===== src/rtl/uart_tx_sequencer_pkg.sv =====
// Shared types and constants for the UART transmit sequencer.
package uart_tx_pkg;

    // Frame sequencing states
    typedef enum logic [2:0] {
        IDLE,
        LOAD,
        START,
        BUSY,
        GAP
    } state_t;

    localparam logic [1:0] PARITY_ODD = 2'b01;
    localparam logic [1:0] BAUD_9600  = 2'b10;

    // TxUnit line configuration
    typedef struct packed {
        logic [1:0] parity;
        logic [1:0] baud;
    } cfg_t;

    localparam cfg_t CFG_RESET = '{parity: PARITY_ODD, baud: BAUD_9600};

endpackage


===== src/rtl/uart_tx_sequencer_if.sv =====
// Producer, config, TxUnit and status signals of the sequencer.
// master = sequencer side, slave = environment (producer / TxUnit / bench).
interface uart_tx_sequencer_if #(
    parameter int DEPTH = 16
);
    logic                     in_valid;
    logic [7:0]               in_data;
    logic                     in_ready;
    logic                     cfg_we;
    logic [1:0]               cfg_parity;
    logic [1:0]               cfg_baud;
    logic                     tx_send;
    logic [7:0]               tx_data;
    logic [1:0]               tx_parity_type;
    logic [1:0]               tx_baud_rate;
    logic                     tx_active_flag;
    logic                     tx_done_flag;
    logic [$clog2(DEPTH):0]   fifo_count;
    logic                     busy;
    logic                     err_timeout;

    modport master (
        input  in_valid, in_data, cfg_we, cfg_parity, cfg_baud,
               tx_active_flag, tx_done_flag,
        output in_ready, tx_send, tx_data, tx_parity_type, tx_baud_rate,
               fifo_count, busy, err_timeout
    );

    modport slave (
        output in_valid, in_data, cfg_we, cfg_parity, cfg_baud,
               tx_active_flag, tx_done_flag,
        input  in_ready, tx_send, tx_data, tx_parity_type, tx_baud_rate,
               fifo_count, busy, err_timeout
    );

endinterface


===== src/rtl/uart_tx_sequencer_sync_fifo.sv =====
// Single-clock FIFO; pushes when full and pops when empty are ignored.
// Storage has no reset: resetting the pointers is what discards contents.
module sync_fifo #(
    parameter int DEPTH = 16,
    parameter int WIDTH = 8
) (
    input  logic                   clock,
    input  logic                   reset_n,
    input  logic                   i_push,
    input  logic                   i_pop,
    input  logic [WIDTH-1:0]       i_data,
    output logic [WIDTH-1:0]       o_data,
    output logic                   o_full,
    output logic                   o_empty,
    output logic [$clog2(DEPTH):0] o_count
);
    localparam int AW = $clog2(DEPTH);
    localparam logic [AW-1:0] P_ONE    = AW'(1);
    localparam logic [AW:0]   C_ONE    = (AW + 1)'(1);
    localparam logic [AW:0]   FULL_CNT = (AW + 1)'(DEPTH);

    logic [WIDTH-1:0] r_mem [DEPTH];
    logic [AW-1:0]    r_wptr;
    logic [AW-1:0]    r_rptr;
    logic [AW:0]      r_count;
    logic             w_push;
    logic             w_pop;

    assign o_full  = (r_count == FULL_CNT);
    assign o_empty = (r_count == '0);
    assign o_count = r_count;
    assign o_data  = r_mem[r_rptr];
    assign w_push  = i_push & ~o_full;
    assign w_pop   = i_pop & ~o_empty;

    // Storage write
    always_ff @(posedge clock) begin
        if (w_push) r_mem[r_wptr] <= i_data;
    end

    // Pointers wrap naturally (DEPTH is a power of 2); count tracks occupancy
    always_ff @(posedge clock or negedge reset_n) begin
        if (!reset_n) begin
            r_wptr  <= '0;
            r_rptr  <= '0;
            r_count <= '0;
        end else begin
            if (w_push) r_wptr <= r_wptr + P_ONE;
            if (w_pop)  r_rptr <= r_rptr + P_ONE;
            case ({w_push, w_pop})
                2'b10:   r_count <= r_count + C_ONE;
                2'b01:   r_count <= r_count - C_ONE;
                default: r_count <= r_count;
            endcase
        end
    end

endmodule


===== src/rtl/uart_tx_sequencer.sv =====
// Buffers producer bytes and hands them to TxUnit one frame at a time.
// Owns TxUnit's parity/baud config; updates land only between frames.
module uart_tx_sequencer
    import uart_tx_pkg::*;
#(
    parameter int DEPTH      = 16,
    parameter int GAP_CYCLES = 4,
    parameter int TIMEOUT    = 1024
) (
    input  logic                clock,
    input  logic                reset_n,
    uart_tx_sequencer_if.master bus
);
    localparam int CW = $clog2(DEPTH) + 1;
    localparam int TW = $clog2(TIMEOUT);
    localparam int GW = $clog2(GAP_CYCLES + 1);
    localparam logic [TW-1:0] T_LAST = TW'(TIMEOUT - 1);
    localparam logic [TW-1:0] T_ONE  = TW'(1);
    localparam logic [GW-1:0] G_LAST = GW'(GAP_CYCLES - 1);
    localparam logic [GW-1:0] G_ONE  = GW'(1);

    state_t        r_state;
    logic          r_tx_send;
    logic [7:0]    r_tx_data;
    cfg_t          r_cfg_act;
    cfg_t          r_cfg_pend;
    logic [TW-1:0] r_timer;
    logic [GW-1:0] r_gap;
    logic          r_err;

    logic          w_push;
    logic          w_pop;
    logic          w_full;
    logic          w_empty;
    logic [7:0]    w_head;
    logic [CW-1:0] w_count;
    cfg_t          w_cfg_next;
    logic          w_cfg_ok;

    // in_ready comes from the registered count only; no full-FIFO bypass
    assign w_push = bus.in_valid & ~w_full;
    assign w_pop  = (r_state == LOAD);

    sync_fifo #(
        .DEPTH (DEPTH),
        .WIDTH (8)
    ) u_fifo (
        .clock   (clock),
        .reset_n (reset_n),
        .i_push  (w_push),
        .i_pop   (w_pop),
        .i_data  (bus.in_data),
        .o_data  (w_head),
        .o_full  (w_full),
        .o_empty (w_empty),
        .o_count (w_count)
    );

    // A write arriving in the same cycle as an apply point is forwarded
    assign w_cfg_next = bus.cfg_we ? cfg_t'({bus.cfg_parity, bus.cfg_baud}) : r_cfg_pend;
    // Never touch the line config while TxUnit reports a frame in progress
    assign w_cfg_ok   = ~bus.tx_active_flag;

    // Pending config register
    always_ff @(posedge clock or negedge reset_n) begin
        if (!reset_n) r_cfg_pend <= CFG_RESET;
        else if (bus.cfg_we) r_cfg_pend <= w_cfg_next;
    end

    // Frame sequencer: state, handshake outputs, timeout, gap and config apply
    always_ff @(posedge clock or negedge reset_n) begin
        if (!reset_n) begin
            r_state   <= IDLE;
            r_tx_send <= 1'b0;
            r_tx_data <= 8'h00;
            r_cfg_act <= CFG_RESET;
            r_timer   <= '0;
            r_gap     <= '0;
            r_err     <= 1'b0;
        end else begin
            // Clear first so a same-cycle abort below overrides it
            if (bus.cfg_we) r_err <= 1'b0;
            case (r_state)
                IDLE: begin
                    if (w_cfg_ok) r_cfg_act <= w_cfg_next;
                    if (!w_empty) r_state <= LOAD;
                end
                LOAD: begin
                    r_tx_data <= w_head;
                    r_timer   <= '0;
                    r_tx_send <= 1'b1;
                    r_state   <= START;
                end
                START: begin
                    if (bus.tx_active_flag || bus.tx_done_flag) begin
                        // done seen here means TxUnit finished before we saw active
                        r_tx_send <= 1'b0;
                        r_gap     <= '0;
                        r_state   <= bus.tx_done_flag ? GAP : BUSY;
                    end else if (r_timer == T_LAST) begin
                        // TxUnit never took the byte: drop it and flag
                        r_tx_send <= 1'b0;
                        r_err     <= 1'b1;
                        r_gap     <= '0;
                        r_state   <= GAP;
                    end else begin
                        r_timer <= r_timer + T_ONE;
                    end
                end
                BUSY: begin
                    if (bus.tx_done_flag) begin
                        r_gap   <= '0;
                        r_state <= GAP;
                    end
                end
                GAP: begin
                    if (r_gap == G_LAST) begin
                        if (w_cfg_ok) r_cfg_act <= w_cfg_next;
                        r_state <= IDLE;
                    end else begin
                        r_gap <= r_gap + G_ONE;
                    end
                end
                default: begin
                    r_tx_send <= 1'b0;
                    r_state   <= IDLE;
                end
            endcase
        end
    end

    assign bus.in_ready       = ~w_full;
    assign bus.tx_send        = r_tx_send;
    assign bus.tx_data        = r_tx_data;
    assign bus.tx_parity_type = r_cfg_act.parity;
    assign bus.tx_baud_rate   = r_cfg_act.baud;
    assign bus.fifo_count     = w_count;
    assign bus.busy           = (r_state != IDLE) | ~w_empty;
    assign bus.err_timeout    = r_err;

endmodule


===== src/flat_wrapper.sv =====
// flat-port wrapper written by rule: the top's interface ports become plain ports
module uart_tx_sequencer_flat import uart_tx_pkg::*;
#(
    parameter int DEPTH      = 16,
    parameter int GAP_CYCLES = 4,
    parameter int TIMEOUT    = 1024
)
  (clock, reset_n, bus_in_valid, bus_in_data, bus_cfg_we, bus_cfg_parity, bus_cfg_baud, bus_tx_active_flag, bus_tx_done_flag, bus_in_ready, bus_tx_send, bus_tx_data, bus_tx_parity_type, bus_tx_baud_rate, bus_fifo_count, bus_busy, bus_err_timeout);
  uart_tx_sequencer_if #(.DEPTH(DEPTH)) bus_i ();
  input  logic clock;
  input  logic reset_n;
  input wire logic [$bits(bus_i.in_valid)-1:0] bus_in_valid;
  input wire logic [$bits(bus_i.in_data)-1:0] bus_in_data;
  input wire logic [$bits(bus_i.cfg_we)-1:0] bus_cfg_we;
  input wire logic [$bits(bus_i.cfg_parity)-1:0] bus_cfg_parity;
  input wire logic [$bits(bus_i.cfg_baud)-1:0] bus_cfg_baud;
  input wire logic [$bits(bus_i.tx_active_flag)-1:0] bus_tx_active_flag;
  input wire logic [$bits(bus_i.tx_done_flag)-1:0] bus_tx_done_flag;
  output wire logic [$bits(bus_i.in_ready)-1:0] bus_in_ready;
  output wire logic [$bits(bus_i.tx_send)-1:0] bus_tx_send;
  output wire logic [$bits(bus_i.tx_data)-1:0] bus_tx_data;
  output wire logic [$bits(bus_i.tx_parity_type)-1:0] bus_tx_parity_type;
  output wire logic [$bits(bus_i.tx_baud_rate)-1:0] bus_tx_baud_rate;
  output wire logic [$bits(bus_i.fifo_count)-1:0] bus_fifo_count;
  output wire logic [$bits(bus_i.busy)-1:0] bus_busy;
  output wire logic [$bits(bus_i.err_timeout)-1:0] bus_err_timeout;
  assign bus_i.in_valid = bus_in_valid;
  assign bus_i.in_data = bus_in_data;
  assign bus_i.cfg_we = bus_cfg_we;
  assign bus_i.cfg_parity = bus_cfg_parity;
  assign bus_i.cfg_baud = bus_cfg_baud;
  assign bus_i.tx_active_flag = bus_tx_active_flag;
  assign bus_i.tx_done_flag = bus_tx_done_flag;
  assign bus_in_ready = bus_i.in_ready;
  assign bus_tx_send = bus_i.tx_send;
  assign bus_tx_data = bus_i.tx_data;
  assign bus_tx_parity_type = bus_i.tx_parity_type;
  assign bus_tx_baud_rate = bus_i.tx_baud_rate;
  assign bus_fifo_count = bus_i.fifo_count;
  assign bus_busy = bus_i.busy;
  assign bus_err_timeout = bus_i.err_timeout;
  uart_tx_sequencer #(.DEPTH(DEPTH), .GAP_CYCLES(GAP_CYCLES), .TIMEOUT(TIMEOUT)) u_core (.clock(clock), .reset_n(reset_n), .bus(bus_i));
endmodule

===== config.mk =====
export PLATFORM = sky130hd
export DESIGN_NAME = uart_tx_sequencer_flat
export DESIGN_NICKNAME = d
export VERILOG_FILES = /design/src/rtl/uart_tx_sequencer_pkg.sv /design/src/rtl/uart_tx_sequencer_if.sv /design/src/rtl/uart_tx_sequencer_sync_fifo.sv /design/src/rtl/uart_tx_sequencer.sv /design/src/flat_wrapper.sv
export SDC_FILE = /design/constraint.sdc
export NUM_CORES = 1
export LEC_CHECK = 0
export CAP_MARGIN = 20
export CORE_UTILIZATION = 45
export DETAILED_ROUTE_END_ITERATION = 7
export PLACE_DENSITY = 0.74
export SYNTH_ARGS = -nofsm -noshare
export SYNTH_HDL_FRONTEND = slang
export SYNTH_SLANG_ARGS = --single-unit

===== constraint.sdc =====
create_clock -name clock -period 3.41 [get_ports clock]
set_clock_uncertainty 0.05 [all_clocks]
set_input_delay 0.5115 -clock clock [delete_from_list [all_inputs] [get_ports clock]]
set_output_delay 0.5115 -clock clock [all_outputs]
set_load 0.005 [all_outputs]

==> metrics.md, run 1 <==
| Metric | Value |
|---|---|
| DRT antenna net count | 0 |
| CTS sink count | 175 |
| Min Tclk post-route | 2810 ps |
| Via count | 4152 |
| Worst-margin pin slew | 905 ps |
| Largest net degree at the start of global routing | 48 |
| Via/cell ratio | 5.63 |
| Slew Limit Fails | 0 |
| Grt total ovfl | 0 |
| Sum Neg Setup Slack | 0 ps |
| Placed Cells | 704 |
| Comb power frac | 29.3% |
| Post-synth EDFFs | 128 |
| VDD IR max | 0.476 mV |
| Clock group share of total power | 27.2% |
| RSZ-0062 raised after global routing | false |
| Remaining DRCs | 0 |
| Setup bufs post-CTS | 0 |
| Full die area | 16800 um2 |
| FF+latch count, synth | 175 |
| Site row count | 46 |
| RR Startpoint | u_core.r_state[0]$_DFFE_PN0P_ |
| Post-Layout Cell Count | 738 |
| Area grow syn2layout | 18.1% |
| CP arrival | 3110 ps |
| Initial antenna violation count | 0 |
| Fraction of registers with async set/reset | 26.9% |
| # IOs | 39 |
| Max cap viols | 0 |
| Post-DP Area | 8040 um2 |
| H-tree levels | 4 |
| WL/cell | 20.2 um |
| Setup crit start | u_core.r_state[0]$_DFFE_PN0P_ |
| Switching fraction of total power | 30.6% |
| Routability cong. | 0.864 |
| Critical path class | flop to flop |
| Wirelength, routed | 14900 um |
| Fin util | 54.4% |
| Synthesized netlist cell count | 449 |
| Internal Power | 4800 uW |
| Dominant cell type by area after synthesis | edfxtp_1 |
| Gr usage total | 19.1% |
| Max Clock Freq | 356 MHz |
| Antenna Cells | 0 |
| Hold Path Class | primary input to async pin |
| Top-area cell type share of the netlist area | 52.6% |
| Flop pwr share | 43.6% |
| Capture point of the worst reg-to-reg path | u_core.u_fifo.o_count[4]$_DFFE_PN0P_ |
| Cell Area, Synth | 7310 um2 |
| Clock transition at path regs | 60 ps |
| Clock buffer count from CTS | 17 |
| Worst setup EP type | flop |
| Final HPWL DP | 9870 um |
| Vias in the first global route | 4167 |
| Die Y | 129 um |
| Data required, critical path | 3710 ps |
| Final #Nets | 538 |
| Top fanout value on the critical path | 12 |
| Initial Utilization | 46.0% |
| CTS Root Cell | clkbuf_16 |
| Die Width | 129 um |
| Final period utilization | 82.3% |
| Switching power | 2120 uW |
| Hold Fails Final Rpt | 0 |
| Status | finished, final reports clean |
| Sequential area share after synthesis | 68.7% |
| DRT Pass-1 Iters | 5 |
| Buffers on Ports | 38 |
| Layout cells sized above 1 | 21.5% |
| Cell area power density | 801 nW/um2 |
| Clk Latency, worst-skew pair | 430 ps |
| Reg2reg setup slack | 600 ps |
| Leakage | 0.00304 uW |
| Startpoint Class | flop |
| Max clock buf depth | 2 |
| Avg Cell Area, Syn | 16.3 um2 |
| Ranking of synthesized cells by area | edfxtp_1, dfrtp_1, mux4_2, mux2_2, ha_1 |
| FILL cells | 1269 |
| Core ar. | 15900 um2 |
| Synth warn | 0 |
| Finished layout cell area | 8640 um2 |
| Global-route wire length before repair | 23000 um |
| Most used flip-flop cell after synthesis | edfxtp_1 |
| First DRT Iteration DRCs | 323 |
| Count of cell types in the netlist | 55 |
| Final setup viols | 0 |
| Slew margin rel. | 39.2% |
| TritonCTS clock tree | done |
| Syn Nets | 478 |
| WHS | 411 ps |
| Worst-case reg-to-reg path depth | 9 |
metrics by stage:
stage,total power [uW],setup WS [ps]
after floorplan,4290,592
after global placement,4980,687
after detailed placement,5080,606
after CTS,6970,634
after global routing,7240,475
final,6920,603
flip-flops by register name, summed over array words and instances, names as in the netlist:
name                       flops
u_core.bus.err_timeout         1
u_core.bus.tx_baud_rate        2
u_core.bus.tx_data             8
u_core.bus.tx_parity_type      2
u_core.bus.tx_send             1
u_core.r_cfg_pend              4
u_core.r_gap                   3
u_core.r_state                 3
u_core.r_timer                10
u_core.u_fifo.o_count          5
u_core.u_fifo.r_mem          128
u_core.u_fifo.r_rptr           4
u_core.u_fifo.r_wptr           4
Yosys cell counts (5+ instances only):
master,number
clkbuf_1,12
inv_1,11
nor3_1,8
ha_1,11
o21ai_0,21
buf_2,7
nor2_1,23
nand2_1,18
edfxtp_1,128
a21oi_1,11
xor2_1,6
mux2_2,20
mux2i_1,5
a22oi_1,8
dfrtp_1,43
xnor2_1,7
nand2b_1,5
nor2b_1,12
mux4_2,30
cell type report:
| class | count | area [um2] | share of cell area, % |
|---|---|---|---|
| flip-flops and latches | 175 | 5030 | 58.2 |
| multi-input cells | 242 | 2160 | 25.0 |
| repair buffers | 62 | 571 | 6.61 |
| clock buffers | 20 | 437 | 5.06 |
| well taps | 216 | 270 | 3.13 |
| clock inverters | 12 | 134 | 1.55 |
| inverters | 11 | 41.3 | 0.478 |
repair_timing:
action                                 in CTS  in global routing
endpoints found under the hold margin       0                  6
hold buffers                                0                  1
gates resized for setup                     0                  0
layer usage:
layer	vias to the layer above	track usage (%)	part of all wire [%]
met1	2117	25.3	43
met5	-	0	0
met3	27	4.50	5.2
met2	146	30.3	50
met4	0	8.21	2.4
li1	1862	-	-
worst max-delay path by stage:
stage                                                end
finish              u_core.u_fifo.o_count[4]$_DFFE_PN0P_
global route        u_core.u_fifo.o_count[4]$_DFFE_PN0P_
CTS                 u_core.u_fifo.o_count[4]$_DFFE_PN0P_
detailed placement  u_core.u_fifo.o_count[4]$_DFFE_PN0P_
global placement    u_core.u_fifo.o_count[4]$_DFFE_PN0P_
floorplan           u_core.u_fifo.o_count[4]$_DFFE_PN0P_
cell usage in the layout, fill, tap and decap left out, types with 3 or more instances in the layout:
cell type,count
xnor2_1,7
clkbuf_16,17
xor2_1,6
nand3_1,4
ha_1,11
dfstp_2,4
clkinv_1,3
mux2i_1,5
inv_1,11
nor3_1,8
a21oi_1,11
mux2_2,20
nor2b_1,12
edfxtp_1,128
clkbuf_1,3
clkdlybuf4s50_1,37
nand2b_1,5
or4_1,4
nand4_1,4
nor2_1,23
buf_4,22
dfrtp_1,42
o21ai_0,21
and3_1,3
a22oi_1,8
mux4_2,30
clkinv_4,3
nand2_1,18
power groups by stage:
stage,combinational [uW],sequential [uW],clock [uW]
2_1_floorplan,1440,2850,0
3_3_place_gp,1950,3030,0
3_5_place_dp,2030,3050,0
4_1_cts,2040,3020,1920
5_1_grt,2180,3070,1990
6_report,2020,3010,1880
cell families after synthesis:
| family | Yosys count | share of synthesized area, % |
|---|---|---|
| buffers and inverters | 32 | 1.76 |
| xor gates and xnor gates | 13 | 1.56 |
| adders and majority gates | 11 | 1.88 |
| muxes | 57 | 13.3 |
| DFF | 175 | 68.7 |
| AOI/OAI and AO/OA | 64 | 5.68 |
| and+or+nand+nor | 97 | 7.08 |
worst max-delay path: stages, from the launching register on:
cell	delay, ps
dfrtp_1	520
or3b_2	500
a21oi_2	290
ha_1	400
xor2_1	190
ha_1	220
and3b_1	160
o21ai_0	80
a21oi_1	180
xnor2_1	130
(Power assumes the default switching activity.)
==> inputs of run 2 (changes only) <==
==> constraint.sdc (replaced) <==
create_clock -name clock -period 2.85 [get_ports clock]
set_clock_uncertainty 0.05 [all_clocks]
set_input_delay 0.4275 -clock clock [delete_from_list [all_inputs] [get_ports clock]]
set_output_delay 0.4275 -clock clock [all_outputs]
set_load 0.005 [all_outputs]
==> run 2 against run 1 <==
Against the previous run: hold slack lost 8.3 ps; total power grew 19%; sequential power grew 19%; cell count grew 1.5%; non-clock buffer count grew 11; register-to-register slack lost 290 ps; critical path type unchanged; critical endpoint unchanged; largest cell class unchanged.
==> metrics.md, run 2 (synthesis results as in run 1) <==
| Metric | Value |
|---|---|
| Max reg flops | 128 (unchanged) |
| Data required, critical path | 3110 ps (was 3710 ps) |
| Cell area power density | 942 nW/um2 (was 801 nW/um2) |
| Final period utilization | 88.9% (was 82.3%) |
| Resized Gates After CTS | 0 (unchanged) |
| Met2 WL | 7140 um (was 7390 um) |
| Clock buffer count from CTS | 17 (unchanged) |
| Top sig layer | met4 (unchanged) |
| Clk Latency, worst-skew pair | 430 ps (about the same) |
| CTS Root Cell | clkbuf_16 (unchanged) |
| Antenna Cells | 0 (unchanged) |
| Hold Path Class | primary input to async pin (unchanged) |
| Max cap viols | 0 (unchanged) |
| Reg2reg setup slack | 320 ps (was 600 ps) |
| Global-route wire length before repair | 22700 um (was 23000 um) |
| Max Clock Freq | 395 MHz (was 356 MHz) |
| Finished layout cell area | 8700 um2 (was 8640 um2) |
| First DRT Iteration DRCs | 304 (was 323) |
| Core ar. | 15900 um2 (unchanged) |
| Gr usage total | 18.6% (was 19.1%) |
| Pwr Total | 8200 uW (was 6920 uW) |
| CP arrival | 2790 ps (was 3110 ps) |
| # IOs | 39 (unchanged) |
| DRT antenna net count | 0 (unchanged) |
| Min Tclk post-route | 2530 ps (was 2810 ps) |
| Area grow syn2layout | 19.0% (was 18.1%) |
| Critical path class | flop to flop (unchanged) |
| Clock transition at path regs | 70 ps (was 60 ps) |
| Leakage | 0.00309 uW (was 0.00304 uW) |
| Setup ws final | 318 ps (was 603 ps) |
| Startpoint Class | flop (unchanged) |
| RSZ-0062 raised after global routing | false (unchanged) |
| Sum Neg Setup Slack | 0 ps (unchanged) |
| Remaining DRCs | 0 (unchanged) |
| Die Y | 129 um (unchanged) |
| Status | finished, final reports clean (unchanged) |
| Final setup viols | 0 (unchanged) |
| WL/cell | 19.1 um (was 20.2 um) |
| Layout cells sized above 1 | 24.2% (was 21.5%) |
| Most frequent cells in the layout | edfxtp_1, dfrtp_1, clkdlybuf4s50_1 (unchanged) |
| Slew Limit Fails | 0 (unchanged) |
| Initial antenna violation count | 0 (unchanged) |
| DRT Pass-1 Iters | 4 (was 5) |
| CTS sink count | 175 (unchanged) |
| Buffers on Ports | 38 (unchanged) |
| Post-DP Area | 8130 um2 (was 8040 um2) |
| Site row count | 46 (unchanged) |
| Initial Utilization | 46.0% (unchanged) |
| Largest net degree at the start of global routing | 27 (was 48) |
| Routability cong. | 0.814 (was 0.864) |
| Worst setup EP type | flop (unchanged) |
| Grt total ovfl | 0 (unchanged) |
| H-tree levels | 4 (unchanged) |
| TritonCTS clock tree | done (unchanged) |
| Top reg by flops | u_core.u_fifo.r_mem (unchanged) |
| Setup bufs post-CTS | 0 (unchanged) |
| Final HPWL DP | 9520 um (was 9870 um) |
| Full die area | 16800 um2 (unchanged) |
| Most common cell after layout, fill and taps aside | edfxtp_1 (unchanged) |
| Top fanout value on the critical path | 9 (was 12) |
| Via count | 4134 (was 4152) |
| Fin util | 54.8% (was 54.4%) |
| Max clock buf depth | 2 (unchanged) |
| Via/cell ratio | 5.52 (was 5.63) |
| Die Width | 129 um (unchanged) |
| VDD IR max | 0.538 mV (was 0.476 mV) |
| Final #Nets | 549 (was 538) |
| Vias in the first global route | 4220 (was 4167) |
| Worst-margin pin slew | 821 ps (was 905 ps) |
| Wirelength, routed | 14300 um (was 14900 um) |
| Hold Fails Final Rpt | 0 (unchanged) |
| Worst slack, placed | 218 ps (was 606 ps) |
| Wl on met1 | 6300 um (was 6360 um) |
| Post-CTS Hold Fix Bufs | 1 (was 0) |
| Slew margin rel. | 45.3% (was 39.2%) |
| WL met3 | 709 um (was 770 um) |
-- run 2: critical path, cell delays in order (launching register included) --
cell and delay [ps]:
dfrtp_1 460, or3b_2 520, a21oi_2 140, ha_1 340, xor2_1 200, ha_1 210
inv_1 60, a32oi_1 210, a21oi_1 110, xnor2_1 120
-- run 2: cell type report --
type	instances	area, um2
multi-input combinational	242	2160
clock inverter	14	126
timing repair buffer	73	641
inverter	11	41.3
clock buffer	18	439
fill	1256	7180
sequential	175	5030
tap	216	270
-- run 2: routing by layer --
| metal | vias to the layer above | global-route usage, % |
|---|---|---|
| met5 | - | 0 |
| li1 | 1888 | - |
| met3 | 18 | 4.71 |
| met4 | 0 | 5.47 |
| met1 | 2102 | 24.6 |
| met2 | 126 | 30.5 |
-- run 2: final timing paths --
kind | startpoint | end | cells past startpoint
max | u_core.r_state[2]$_DFFE_PN0P_ | u_core.u_fifo.o_count[4]$_DFFE_PN0P_ | 9
min | reset_n | u_core.r_state[0]$_DFFE_PN0P_ | 2
max reg2reg | u_core.r_state[2]$_DFFE_PN0P_ | u_core.u_fifo.o_count[4]$_DFFE_PN0P_ | 9
min reg2reg | u_core.r_timer[6]$_DFFE_PN0P_ | u_core.r_timer[6]$_DFFE_PN0P_ | 1
max in group asynchronous | reset_n | u_core.r_cfg_pend[1]$_DFFE_PN1P_ | 3
min in group clock | u_core.r_timer[6]$_DFFE_PN0P_ | u_core.r_timer[6]$_DFFE_PN0P_ | 1
-- run 2: metrics by stage --
stage               instances  hold slack (ps)
finish                    749              403
global route              749              453
CTS                       749              409
detailed placement        716              323
global placement          716              324
floorplan                 449             81.9
-- run 2: report_power, final --
part	internal, uW	total (uW)	switching [uW]
clock	1170	2190	1020
sequential	3170	3570	396
combinational	1310	2440	1130
==> inputs of run 3 (changes only) <==
==> constraint.sdc (replaced) <==
create_clock -name clock -period 2.55 [get_ports clock]
set_clock_uncertainty 0.05 [all_clocks]
set_input_delay 0.3825 -clock clock [delete_from_list [all_inputs] [get_ports clock]]
set_output_delay 0.3825 -clock clock [all_outputs]
set_load 0.005 [all_outputs]
==> run 3 against run 2 <==
Against the previous run: flip-flop and latch count unchanged; register-to-register slack got worse by 130 ps; via count decreased by 0.12%; utilization decreased by 0.18 points; cell count decreased by 0.80%; worst setup slack got worse by 130 ps; total power increased by 12%; routed wire length increased by 0.21%; sequential power increased by 9.0%; critical path depth unchanged; hold slack got worse by 390 ps; critical endpoint unchanged; clock-buffer cell count decreased by 1.
==> metrics.md, run 3 (synthesis results as in run 1) <==
| Metric | Value |
|---|---|
| Antenna Cells | 0 (unchanged) |
| Worst slack, placed | 98.6 ps (was 218 ps) |
| CTS Root Cell | clkbuf_16 (unchanged) |
| Setup ws final | 193 ps (was 318 ps) |
| Leakage | 0.00306 uW (was 0.00309 uW) |
| Max Clock Freq | 424 MHz (was 395 MHz) |
| Hold Fails Final Rpt | 0 (unchanged) |
| Status | finished, final reports clean (unchanged) |
| Via count | 4129 (was 4134) |
| Final period utilization | 92.4% (was 88.9%) |
| First DRT Iteration DRCs | 322 (was 304) |
| FILL cells | 1237 (was 1256) |
| Max cap viols | 0 (unchanged) |
| Remaining DRCs | 0 (unchanged) |
| Most common cell after layout, fill and taps aside | edfxtp_1 (unchanged) |
| Top fanout value on the critical path | 8 (was 9) |
| Final setup viols | 0 (unchanged) |
| Max reg flops | 128 (unchanged) |
| Gr usage total | 18.4% (was 18.6%) |
| Sum Neg Setup Slack | 0 ps (unchanged) |
| Buffers on Ports | 38 (unchanged) |
| Global-route wire length before repair | 22700 um (about the same) |
| Initial Utilization | 46.0% (unchanged) |
| Site row count | 46 (unchanged) |
| Initial antenna violation count | 0 (unchanged) |
| CP arrival | 2620 ps (was 2790 ps) |
| WL/cell | 19.3 um (was 19.1 um) |
| Clock transition at path regs | 70 ps (about the same) |
| Worst-margin pin slew | 852 ps (was 821 ps) |
| Die Width | 129 um (unchanged) |
| Full die area | 16800 um2 (unchanged) |
| DRT antenna net count | 0 (unchanged) |
| Top reg by flops | u_core.u_fifo.r_mem (unchanged) |
| Largest net degree at the start of global routing | 39 (was 27) |
| Wirelength, routed | 14400 um (was 14300 um) |
| Grt total ovfl | 0 (unchanged) |
| Worst setup EP type | flop (unchanged) |
| Clock buffer count from CTS | 17 (unchanged) |
| Most frequent cells in the layout | edfxtp_1, dfrtp_1, clkdlybuf4s50_1 (unchanged) |
| VDD IR max | 0.616 mV (was 0.538 mV) |
| # IOs | 39 (unchanged) |
| DRT Pass-1 Iters | 5 (was 4) |
| Resized Gates After CTS | 0 (unchanged) |
| Slew Limit Fails | 0 (unchanged) |
| Core ar. | 15900 um2 (unchanged) |
| Area grow syn2layout | 18.6% (was 19.0%) |
| Slew margin rel. | 43.2% (was 45.3%) |
| Min Tclk post-route | 2360 ps (was 2530 ps) |
| Critical path class | flop to flop (unchanged) |
| Final HPWL DP | 9600 um (was 9520 um) |
| Final #Nets | 543 (was 549) |
| Hold Path Class | primary input to async pin (unchanged) |
| Max clock buf depth | 2 (unchanged) |
| CTS sink count | 175 (unchanged) |
| Layout cells sized above 1 | 23.7% (was 24.2%) |
| Vias in the first global route | 4242 (was 4220) |
| Clk Latency, worst-skew pair | 420 ps (was 430 ps) |
| Routability cong. | 0.856 (was 0.814) |
| RSZ-0062 raised after global routing | false (unchanged) |
| Startpoint Class | flop (unchanged) |
| TritonCTS clock tree | done (unchanged) |
| Data required, critical path | 2810 ps (was 3110 ps) |
| Cell area power density | 1060 nW/um2 (was 942 nW/um2) |
| H-tree levels | 4 (unchanged) |
| Post-CTS Hold Fix Bufs | 0 (was 1) |
| Die Y | 129 um (unchanged) |
| Setup bufs post-CTS | 0 (unchanged) |
| Via/cell ratio | 5.56 (was 5.52) |
==> run 3: cell count changes in the layout (fill, tap and decap cells not counted), moves of 2 or more <==
cell      delta
buf_4        -6
ha_2         +2
clkinv_1     +3
ha_1         -2
==> run 3: per-stage QoR <==
stage	power, uW	cell area (um2)	hold WS (ps)	instances	util, %
global placement	6740	8130	417	711	51.2
global route	9630	8670	81.0	743	54.6
detailed placement	6850	8130	428	711	51.2
CTS	9230	8670	38.0	743	54.6
floorplan	5810	7370	36.9	449	-
finish	9160	8670	12.7	743	54.6
==> run 3: path summary, 6_finish.rpt <==
path | from | cells past startpoint | endpoint | slack [ps]
min | reset_n | 1 | u_core.u_fifo.o_count[2]$_DFFE_PN0P_ | 10
max | u_core.r_state[2]$_DFFE_PN0P_ | 9 | u_core.u_fifo.o_count[4]$_DFFE_PN0P_ | 190
max reg2reg | u_core.r_state[2]$_DFFE_PN0P_ | 9 | u_core.u_fifo.o_count[4]$_DFFE_PN0P_ | 190
min in group clock | u_core.r_timer[6]$_DFFE_PN0P_ | 1 | u_core.r_timer[6]$_DFFE_PN0P_ | 440
min reg2reg | u_core.r_timer[6]$_DFFE_PN0P_ | 1 | u_core.r_timer[6]$_DFFE_PN0P_ | 440
max in group asynchronous | reset_n | 2 | u_core.bus.tx_data[1]$_DFFE_PN0N_ | 1740
==> run 3: final cells by class <==
class                   count  area [um2]  area share (%)
flip-flops and latches    175        5030            58.0
multi-input cells         242        2190            25.2
repair buffers             67         606            6.98
clock buffers              17         425            4.90
well taps                 216         270            3.12
clock inverters            15         115            1.33
inverters                  11        41.3           0.476
==> run 3: layer usage <==
layer  share of wire (%)  global-route usage [%]  vias to the layer above
met2                  50                    29.9                      118
met5                   0                       0                        -
met1                  44                    24.5                     2114
met4                 1.4                    5.34                        0
li1                    -                       -                     1878
met3                 4.8                    4.67                       19
==> run 3: power breakdown <==
part | switching (uW) | internal [uW]
logic | 1400 | 1490
registers | 343 | 3550
clock network | 1120 | 1260
==> run 3: critical path, cell delays in order (launching register included) <==
cell	delay, ps
dfrtp_1	410
or3b_4	430
a21oi_4	140
ha_2	280
xor2_1	180
ha_2	220
inv_1	50
a32oi_1	240
a21oi_1	120
xnor2_1	130
